[config.mk]
export PLATFORM = sky130hd
export DESIGN_NAME = mem_dump_reader
export DESIGN_NICKNAME = d
export VERILOG_FILES = /design/src/rtl/mem_dump_reader.sv
export SDC_FILE = /design/constraint.sdc
export NUM_CORES = 1
export LEC_CHECK = 0
export BUFFER_PORTS_ARGS = -buffer_cell sky130_fd_sc_hd__buf_4
export CAP_MARGIN = 20
export CORE_MARGIN = 4
export CORE_UTILIZATION = 49
export CTS_CLUSTER_SIZE = 10
export DETAILED_ROUTE_END_ITERATION = 7
export PLACE_DENSITY = 0.85
export SYNTH_ARGS = -nofsm -noshare
export SYNTH_HDL_FRONTEND = slang
export SYNTH_SLANG_ARGS = --single-unit
[constraint.sdc]
create_clock -name clk -period 1.8 [get_ports clk]
set_input_delay 0.18 -clock clk [delete_from_list [all_inputs] [get_ports clk]]
set_output_delay 0.18 -clock clk [all_outputs]
set_load 0.02 [all_outputs]
[src/rtl/mem_dump_reader.sv]
// Streams an inclusive, optionally wrapping, address range out of a synchronous RAM.
// Each byte takes a fixed ISSUE/WAIT/CAPTURE access, then a valid/ready beat in SEND.
module mem_dump_reader #(
  parameter int ADDR_WIDTH = 8,
  parameter int DATA_WIDTH = 8
) (
  input  logic                  clk,
  input  logic                  reset,
  input  logic                  start,
  input  logic [ADDR_WIDTH-1:0] start_addr,
  input  logic [ADDR_WIDTH-1:0] end_addr,
  input  logic                  abort,
  output logic [ADDR_WIDTH-1:0] mem_addr,
  output logic                  mem_cs,
  output logic                  mem_we,
  output logic                  mem_oe,
  input  logic [DATA_WIDTH-1:0] mem_data,
  output logic                  out_valid,
  input  logic                  out_ready,
  output logic [DATA_WIDTH-1:0] out_data,
  output logic [ADDR_WIDTH-1:0] out_addr,
  output logic                  busy,
  output logic                  done
);

  typedef enum logic [2:0] {
    S_IDLE,
    S_ISSUE,
    S_WAIT,
    S_CAPTURE,
    S_SEND,
    S_DONE
  } state_t;

  localparam logic [ADDR_WIDTH-1:0] ADDR_ONE = 1;

  state_t                r_state;
  state_t                w_next;
  logic [ADDR_WIDTH-1:0] r_cur;
  logic [ADDR_WIDTH-1:0] r_last;
  logic [ADDR_WIDTH-1:0] r_mem_addr;
  logic [ADDR_WIDTH-1:0] r_out_addr;
  logic [DATA_WIDTH-1:0] r_out_data;
  logic                  w_load;
  logic                  w_advance;
  logic                  w_capture;
  logic                  w_access;

  // Abort beats everything in non-IDLE states, including a same-cycle handshake.
  always_comb begin
    w_next    = r_state;
    w_load    = 1'b0;
    w_advance = 1'b0;
    w_capture = 1'b0;
    case (r_state)
      S_IDLE: begin
        if (start) begin
          w_load = 1'b1;
          w_next = S_ISSUE;
        end
      end
      S_ISSUE:   w_next = abort ? S_IDLE : S_WAIT;
      S_WAIT:    w_next = abort ? S_IDLE : S_CAPTURE;
      S_CAPTURE: begin
        if (abort) begin
          w_next = S_IDLE;
        end else begin
          w_capture = 1'b1;
          w_next    = S_SEND;
        end
      end
      S_SEND: begin
        if (abort) begin
          w_next = S_IDLE;
        end else if (out_ready) begin
          if (r_cur == r_last) begin
            w_next = S_DONE;
          end else begin
            w_advance = 1'b1;
            w_next    = S_ISSUE;
          end
        end
      end
      S_DONE:  w_next = S_IDLE;
      default: w_next = S_IDLE;
    endcase
  end

  // The RAM address register only moves on entry to ISSUE, so it is stable
  // for the whole access and simply holds between accesses.
  always_ff @(posedge clk) begin
    if (reset) begin
      r_state    <= S_IDLE;
      r_cur      <= '0;
      r_last     <= '0;
      r_mem_addr <= '0;
      r_out_addr <= '0;
      r_out_data <= '0;
    end else begin
      r_state <= w_next;
      if (w_load) begin
        r_cur      <= start_addr;
        r_last     <= end_addr;
        r_mem_addr <= start_addr;
      end
      if (w_advance) begin
        r_cur      <= r_cur + ADDR_ONE;
        r_mem_addr <= r_cur + ADDR_ONE;
      end
      if (w_capture) begin
        r_out_data <= mem_data;
        r_out_addr <= r_cur;
      end
    end
  end

  assign w_access  = (r_state == S_ISSUE) || (r_state == S_WAIT) || (r_state == S_CAPTURE);
  assign mem_addr  = r_mem_addr;
  assign mem_cs    = w_access;
  assign mem_oe    = w_access;
  assign mem_we    = 1'b0;
  assign out_valid = (r_state == S_SEND);
  assign out_data  = r_out_data;
  assign out_addr  = r_out_addr;
  assign busy      = (r_state != S_IDLE);
  assign done      = (r_state == S_DONE);

endmodule
==> results of run 1 <==
## routing by layer
metal	routed length [µm]	GRT usage	share of wire	up-vias
met5	0	0	0	-
met2	2060	0.338	0.49	51
li1	-	-	-	837
met1	1730	0.237	0.41	739
met4	77	0.0861	0.018	0
met3	317	0.0607	0.076	7
## timing repair
action,in CTS,in global routing
gates resized for setup,0,1
setup endpoints to repair,0,6
hold endpoints to repair,0,0
## cell usage in the layout, fill, tap and decap left out, types with 2 or more instances in the layout
master     n
nand2_1   67
clkbuf_4   5
a31oi_1    2
nor3_1     3
clkbuf_8   2
dfxtp_1   35
a21oi_1   28
nor2b_1    2
o21ai_0    3
and2_1     3
nor4_4     2
and3b_1    2
buf_4     70
nor4b_2    2
a211oi_1   3
nor2_1     8
a221oi_1   3
xor2_1     9
and3_1     3
nand3_1    5
## power groups by stage
stage / sequential, mW / clock (mW) / combinational [mW]
after floorplan: 0.868 / 0 / 0.219
after global placement: 0.850 / 0 / 0.367
after detailed placement: 0.853 / 0 / 0.372
after CTS: 0.835 / 0.509 / 0.374
after global routing: 0.839 / 0.533 / 0.414
final: 0.835 / 0.495 / 0.377
## cells in the mapped netlist (4+ instances only)
| cell | number |
|---|---|
| a21oi_1 | 28 |
| buf_2 | 4 |
| buf_6 | 4 |
| clkbuf_1 | 5 |
| dfxtp_1 | 35 |
| nand2_1 | 67 |
| nand3_1 | 5 |
| nor2_1 | 8 |
| xor2_1 | 9 |
## critical path: cells and delay by family, from the launching register on
family                    cells  cell delay, ns
and+or+nand+nor               2            0.50
xor gates and xnor gates      1            0.14
DFF                           1            0.47
AOI/OAI and AO/OA             2            0.49
## cell type report
class                           instances  area [µm²]
Fill cell                             300        1080
Clock buffer                            7        65.1
Multi-Input combinational cell        160         893
Sequential cell                        35         701
Timing Repair Buffer                   70         526
Inverter                                1        3.75
Tap cell                               46        57.6
Clock inverter                          1        7.51
## metrics by stage
step | utilization | area, µm² | setup WS, ns
global placement | 0.651 | 2170 | 0.178
global route | 0.675 | 2250 | 0.0170
floorplan | - | 1700 | 0.114
detailed placement | 0.651 | 2170 | 0.116
CTS | 0.673 | 2250 | 0.0919
finish | 0.675 | 2250 | 0.102
## logic make-up (layout without fill, tap and decap cells)
group,after synthesis,count (layout)
other,1,1
DFF,35,35
buffers and inverters,19,79
xor gates and xnor gates,9,9
adders and majority gates,1,1
AOI/OAI and AO/OA,46,46
and+or+nand+nor,102,102
muxes,1,1
## registers in the layout, summed over array words and instances, names as in the netlist
signal,flops
mem_addr,8
out_addr,8
r_state,3
r_last,8
out_data,8
## final timing paths
kind                 endpoint  slack (ns)   startpoint  cells after the start
setup / recovery  mem_addr[2]        0.10  mem_addr[5]                      5
hold / removal      r_last[1]        0.07  end_addr[1]                      3
setup reg to reg  mem_addr[2]        0.10  mem_addr[5]                      5
hold reg to reg   out_data[1]        0.46  out_data[1]                      2
==> run_summary.xml, run 1 <==
<?xml version="1.0" encoding="UTF-8"?>
<metrics>
  <group name="run_status">
    <metric name="outcome" unit="">complete, no violations</metric>
  </group>
  <group name="clock_network">
    <metric name="worstSkewPairLatency" unit="ns">0.34</metric>
    <metric name="cts.reportedPaths.clkPinSlew" unit="ns">0.11</metric>
    <metric name="postCtsHoldBufs" unit="">0</metric>
    <metric name="ctsRootBufferMaster" unit="">clkbuf_4</metric>
    <metric name="clock_tree_from_tritoncts" unit="">yes</metric>
    <metric name="tritoncts_num_sinks" unit="">35</metric>
    <metric name="postCtsSetupBuffers" unit="">0</metric>
    <metric name="clockBufferDepth" unit="">2</metric>
    <metric name="numCtsBuffers" unit="">5</metric>
    <metric name="h-tree-depth" unit="">2</metric>
  </group>
  <group name="routing">
    <metric name="routed_wl" unit="mm">4.19</metric>
    <metric name="final_antenna_net_count" unit="">0</metric>
    <metric name="mean_number_of_vias_per_cell" unit="">5.11</metric>
    <metric name="drt_drc_violations_left" unit="">0</metric>
    <metric name="dr_total_vias" unit="">1634</metric>
    <metric name="detailedRoute.firstPassIterationCount" unit="">4</metric>
    <metric name="detail_route.iter0.violations" unit="">87</metric>
    <metric name="routedWlPerCell" unit="µm">13.1</metric>
  </group>
  <group name="worst_setup_path">
    <metric name="worstPathMaxFanout" unit="">12</metric>
    <metric name="critical_path.slowest_cell" unit="">dfxtp_1</metric>
    <metric name="crit_path_max_incr_delay" unit="ns">0.47</metric>
    <metric name="worstPathRequired" unit="ns">2.04</metric>
    <metric name="cp.arrival" unit="ns">1.94</metric>
    <metric name="cp-end-kind" unit="">flop</metric>
    <metric name="critPathKind" unit="">flop to flop</metric>
    <metric name="critical_path.startpoint_type" unit="">flop</metric>
    <metric name="timing.critical_path.cells" unit="">xor2_1 &gt; nor4_4 &gt; a21oi_4 &gt; nor2b_1 &gt; o311a_1</metric>
  </group>
  <group name="floorplanning">
    <metric name="floorplan.die.height" unit="µm">66.9</metric>
    <metric name="fp.dieArea" unit="mm²">0.00447</metric>
    <metric name="initial_utilization" unit="">0.509</metric>
    <metric name="core.rowCount" unit="">21</metric>
    <metric name="die_width" unit="µm">66.9</metric>
    <metric name="io-pin-count" unit="">59</metric>
    <metric name="core-area" unit="mm²">0.00334</metric>
  </group>
  <group name="placement">
    <metric name="numPlacedInstances" unit="">312</metric>
    <metric name="gp_congestion" unit="">0.844</metric>
    <metric name="detailedPlacementHpwl" unit="mm">3.08</metric>
    <metric name="place.port_buffers" unit="">57</metric>
  </group>
  <group name="logic_synthesis">
    <metric name="synthAdderAreaFrac" unit="">0.00736</metric>
    <metric name="share_of_cell_area_taken_by_muxes_after_synthesis" unit="">0.00589</metric>
    <metric name="synth_area" unit="mm²">0.00170</metric>
    <metric name="synth-xor-area-share" unit="">0.0464</metric>
    <metric name="postSynthRegisterBits" unit="">35</metric>
    <metric name="synthDominantAreaCellType" unit="">dfxtp_1</metric>
    <metric name="postSynthNetCount" unit="">244</metric>
    <metric name="compound_gate_fraction_of_synth_area" unit="">0.167</metric>
    <metric name="synth-seq-area-share" unit="">0.412</metric>
    <metric name="synthCells" unit="">214</metric>
    <metric name="postSynthAreaPerCell" unit="µm²">7.94</metric>
    <metric name="yosys.area_share.simple" unit="">0.289</metric>
    <metric name="synthArstFlopShare" unit="">0</metric>
    <metric name="synth-warning-count" unit="">0</metric>
    <metric name="synth-edff-count" unit="">0</metric>
    <metric name="ys_top_cells_by_area" unit="">dfxtp_1 (41%), nand2_1 (15%), a21oi_1 (8.2%), xor2_1 (4.6%), buf_6 (2.7%)</metric>
    <metric name="synth_cell_types" unit="">40</metric>
    <metric name="synth_top_family_by_area" unit="">simple AND/OR/NAND/NOR gates</metric>
    <metric name="synth_ff_type" unit="">dfxtp_1</metric>
    <metric name="synth_top_area_share" unit="">0.412</metric>
  </group>
  <group name="power">
    <metric name="power_density" unit="mW/mm²">758</metric>
    <metric name="vdd_ir_drop_max" unit="V">0.000633</metric>
    <metric name="totalPowerFinal" unit="mW">1.71</metric>
    <metric name="swShare" unit="">0.293</metric>
    <metric name="clock_power_share" unit="">0.290</metric>
    <metric name="switching_power" unit="mW">0.500</metric>
    <metric name="power.share.combinational" unit="">0.221</metric>
    <metric name="power.leakage" unit="nW">0.996</metric>
    <metric name="seq_power_share" unit="">0.489</metric>
    <metric name="intPower" unit="mW">1.21</metric>
  </group>
  <group name="layout">
    <metric name="drive_gt1_frac" unit="">0.321</metric>
    <metric name="synthToLayoutAreaGrowth" unit="%">32.6</metric>
    <metric name="nNetsFinal" unit="">303</metric>
    <metric name="final-instance-count-excl-fill" unit="">320</metric>
    <metric name="insertedDiodeCount" unit="">0</metric>
  </group>
  <group name="sta">
    <metric name="maxSlewViolCount" unit="">0</metric>
    <metric name="hold-worst-slack" unit="ns">0.0712</metric>
    <metric name="setup_viol" unit="">0</metric>
    <metric name="fin_setup_tns" unit="ns">0</metric>
    <metric name="timing.clock.skew" unit="ns">0.00347</metric>
    <metric name="rsz0062_at_grt" unit="">no</metric>
    <metric name="post_route_minimum_period" unit="ns">1.70</metric>
    <metric name="max_freq" unit="MHz">589</metric>
    <metric name="final_min_period_over_clock_period" unit="">0.944</metric>
    <metric name="timing_hold_violations_final" unit="">0</metric>
  </group>
  <group name="global_routing">
    <metric name="gr-total-overflow" unit="">0</metric>
    <metric name="antenna_found_initial" unit="">0</metric>
    <metric name="grt.total_usage" unit="">0.202</metric>
    <metric name="first_global_vias" unit="">1528</metric>
    <metric name="global_route_wire_length_before_repair" unit="mm">6.78</metric>
    <metric name="maximum_number_of_pins_on_one_net_before_global_route_repair" unit="">35</metric>
  </group>
  <group name="job">
    <metric name="cap_viol_max_count" unit="">0</metric>
  </group>
  <group name="hold_path">
    <metric name="min_path_type" unit="">primary input to flop</metric>
  </group>
</metrics>
Power figures use the tool's default switching activity.
==> run 2, diff against run 1 <==
--- a/config.mk
+++ b/config.mk
@@ -11,7 +11,7 @@
 export CORE_UTILIZATION = 49
 export CTS_CLUSTER_SIZE = 10
 export DETAILED_ROUTE_END_ITERATION = 7
-export PLACE_DENSITY = 0.85
+export PLACE_DENSITY = 0.82
 export SYNTH_ARGS = -nofsm -noshare
 export SYNTH_HDL_FRONTEND = slang
 export SYNTH_SLANG_ARGS = --single-unit
==> run_summary.xml, run 2 (synthesis gave the netlist of run 1 again) <==
<?xml version="1.0" encoding="UTF-8"?>
<metrics>
  <group name="clock_network">
    <metric name="postCtsResizedCells" unit="">0</metric>
    <metric name="postCtsSetupBuffers" unit="">0</metric>
    <metric name="postCtsHoldBufs" unit="">0</metric>
    <metric name="numCtsBuffers" unit="">5</metric>
    <metric name="clock_tree_from_tritoncts" unit="">yes</metric>
    <metric name="ctsRootBufferMaster" unit="">clkbuf_4</metric>
    <metric name="h-tree-depth" unit="">2</metric>
    <metric name="cts.reportedPaths.clkPinSlew" unit="ns">0.11</metric>
    <metric name="tritoncts_num_sinks" unit="">35</metric>
    <metric name="worstSkewPairLatency" unit="ns">0.34</metric>
    <metric name="clockBufferDepth" unit="">2</metric>
  </group>
  <group name="placement">
    <metric name="detailedPlacementHpwl" unit="mm">3.00</metric>
    <metric name="place.port_buffers" unit="">57</metric>
    <metric name="numPlacedInstances" unit="">312</metric>
    <metric name="gp_congestion" unit="">0.821</metric>
    <metric name="place_area" unit="mm²">0.00219</metric>
  </group>
  <group name="job">
    <metric name="cap_viol_max_count" unit="">0</metric>
  </group>
  <group name="layout">
    <metric name="synthToLayoutAreaGrowth" unit="%">32.3</metric>
    <metric name="finish.utilization" unit="">0.674</metric>
    <metric name="drive_gt1_frac" unit="">0.321</metric>
    <metric name="nNetsFinal" unit="">303</metric>
    <metric name="final_cell_mix" unit="">buf_4 (69), nand2_1 (67), dfxtp_1 (34), a21oi_1 (28), xor2_1 (9)</metric>
    <metric name="insertedDiodeCount" unit="">0</metric>
    <metric name="mostFrequentLayoutCell" unit="">buf_4</metric>
    <metric name="postLayoutCellArea" unit="mm²">0.00225</metric>
    <metric name="final-instance-count-excl-fill" unit="">320</metric>
  </group>
  <group name="worst_setup_path">
    <metric name="cp-end-kind" unit="">flop</metric>
    <metric name="critical_path.startpoint_type" unit="">flop</metric>
    <metric name="worstPathMaxFanout" unit="">12</metric>
    <metric name="timing.critical_path.cells" unit="">xor2_1 &gt; nor4_4 &gt; a21oi_4 &gt; nor2b_1 &gt; o311a_1</metric>
    <metric name="critical_path.slowest_cell" unit="">nor4_4</metric>
    <metric name="cp.arrival" unit="ns">1.90</metric>
    <metric name="worstPathRequired" unit="ns">2.04</metric>
    <metric name="critPathKind" unit="">flop to flop</metric>
    <metric name="crit_path_max_incr_delay" unit="ns">0.40</metric>
  </group>
  <group name="sta">
    <metric name="setup_viol" unit="">0</metric>
    <metric name="rsz0062_at_grt" unit="">no</metric>
    <metric name="fin_setup_tns" unit="ns">0</metric>
    <metric name="timing_hold_violations_final" unit="">0</metric>
    <metric name="maxSlewViolCount" unit="">0</metric>
    <metric name="hold-worst-slack" unit="ns">0.0701</metric>
    <metric name="post_route_minimum_period" unit="ns">1.67</metric>
    <metric name="timing.clock.skew" unit="ns">0.00758</metric>
    <metric name="max_freq" unit="MHz">599</metric>
    <metric name="final_min_period_over_clock_period" unit="">0.927</metric>
  </group>
  <group name="routing">
    <metric name="mean_number_of_vias_per_cell" unit="">5.15</metric>
    <metric name="detailedRoute.firstPassIterationCount" unit="">4</metric>
    <metric name="dr_total_vias" unit="">1648</metric>
    <metric name="final_antenna_net_count" unit="">0</metric>
    <metric name="detail_route.iter0.violations" unit="">78</metric>
    <metric name="routedWlPerCell" unit="µm">12.7</metric>
    <metric name="drt_drc_violations_left" unit="">0</metric>
    <metric name="routed_wl" unit="mm">4.08</metric>
  </group>
  <group name="floorplanning">
    <metric name="core-area" unit="mm²">0.00334</metric>
    <metric name="floorplan.die.height" unit="µm">66.9</metric>
    <metric name="die_width" unit="µm">66.9</metric>
    <metric name="core.rowCount" unit="">21</metric>
    <metric name="io-pin-count" unit="">59</metric>
    <metric name="initial_utilization" unit="">0.509</metric>
    <metric name="fp.dieArea" unit="mm²">0.00447</metric>
  </group>
  <group name="hold_path">
    <metric name="min_path_type" unit="">primary input to flop</metric>
  </group>
  <group name="global_routing">
    <metric name="maximum_number_of_pins_on_one_net_before_global_route_repair" unit="">35</metric>
    <metric name="grt.total_usage" unit="">0.190</metric>
    <metric name="global_route_wire_length_before_repair" unit="mm">6.42</metric>
    <metric name="gr-total-overflow" unit="">0</metric>
    <metric name="antenna_found_initial" unit="">0</metric>
    <metric name="first_global_vias" unit="">1435</metric>
  </group>
  <group name="power">
    <metric name="vdd_ir_drop_max" unit="V">0.000645</metric>
    <metric name="power_density" unit="mW/mm²">726</metric>
    <metric name="power.leakage" unit="nW">0.992</metric>
  </group>
  <group name="run_status">
    <metric name="outcome" unit="">complete, no violations</metric>
  </group>
</metrics>
run 2: cell count changes in the layout (fill, tap and decap cells not counted), sizes merged:
cell,change
clkbuf,-1
clkinv,+1
run 2: through the flow:
stage / power [mW] / setup WS, ns
3_5_place_dp: 1.23 / 0.0673
5_1_grt: 1.72 / 0.0489
3_3_place_gp: 1.23 / 0.185
4_1_cts: 1.64 / 0.0510
6_report: 1.63 / 0.131
2_1_floorplan: 1.09 / 0.114
run 2: area by class of cell:
cell class	instances	area, µm²
inverter	1	3.75
tap	46	57.6
clock inverter	2	12.5
timing repair buffer	70	538
sequential	35	702
multi-input combinational	160	893
fill	288	1090
clock buffer	6	41.3
run 2: worst max-delay path, delay by kind of cell, from the launching register on:
kind	cells	cell delay [ns]
AOI/OAI and AO/OA	2	0.49
xor gates and xnor gates	1	0.18
DFF	1	0.33
and+or+nand+nor	2	0.56
run 2: path summary, 6_finish.rpt:
check | from | to | slack [ns] | depth (start not counted)
max | mem_addr[6] | mem_addr[2] | 0.13 | 5
min | mem_data[7] | out_data[7] | 0.07 | 3
max reg2reg | mem_addr[6] | mem_addr[2] | 0.13 | 5
min reg2reg | out_data[4] | out_data[4] | 0.46 | 2
run 2: routing by layer:
metal	vias up	GRT usage	routed length, µm
li1	834	-	-
met1	752	0.224	1750
met2	57	0.323	1920
met3	5	0.0776	363
met4	0	0.0405	44
met5	-	0	0
run 2: report_power, final:
part / total (mW) / internal [mW] / switching, mW
sequential: 0.835 / 0.807 / 0.0275
clock: 0.412 / 0.151 / 0.262
combinational: 0.385 / 0.178 / 0.207
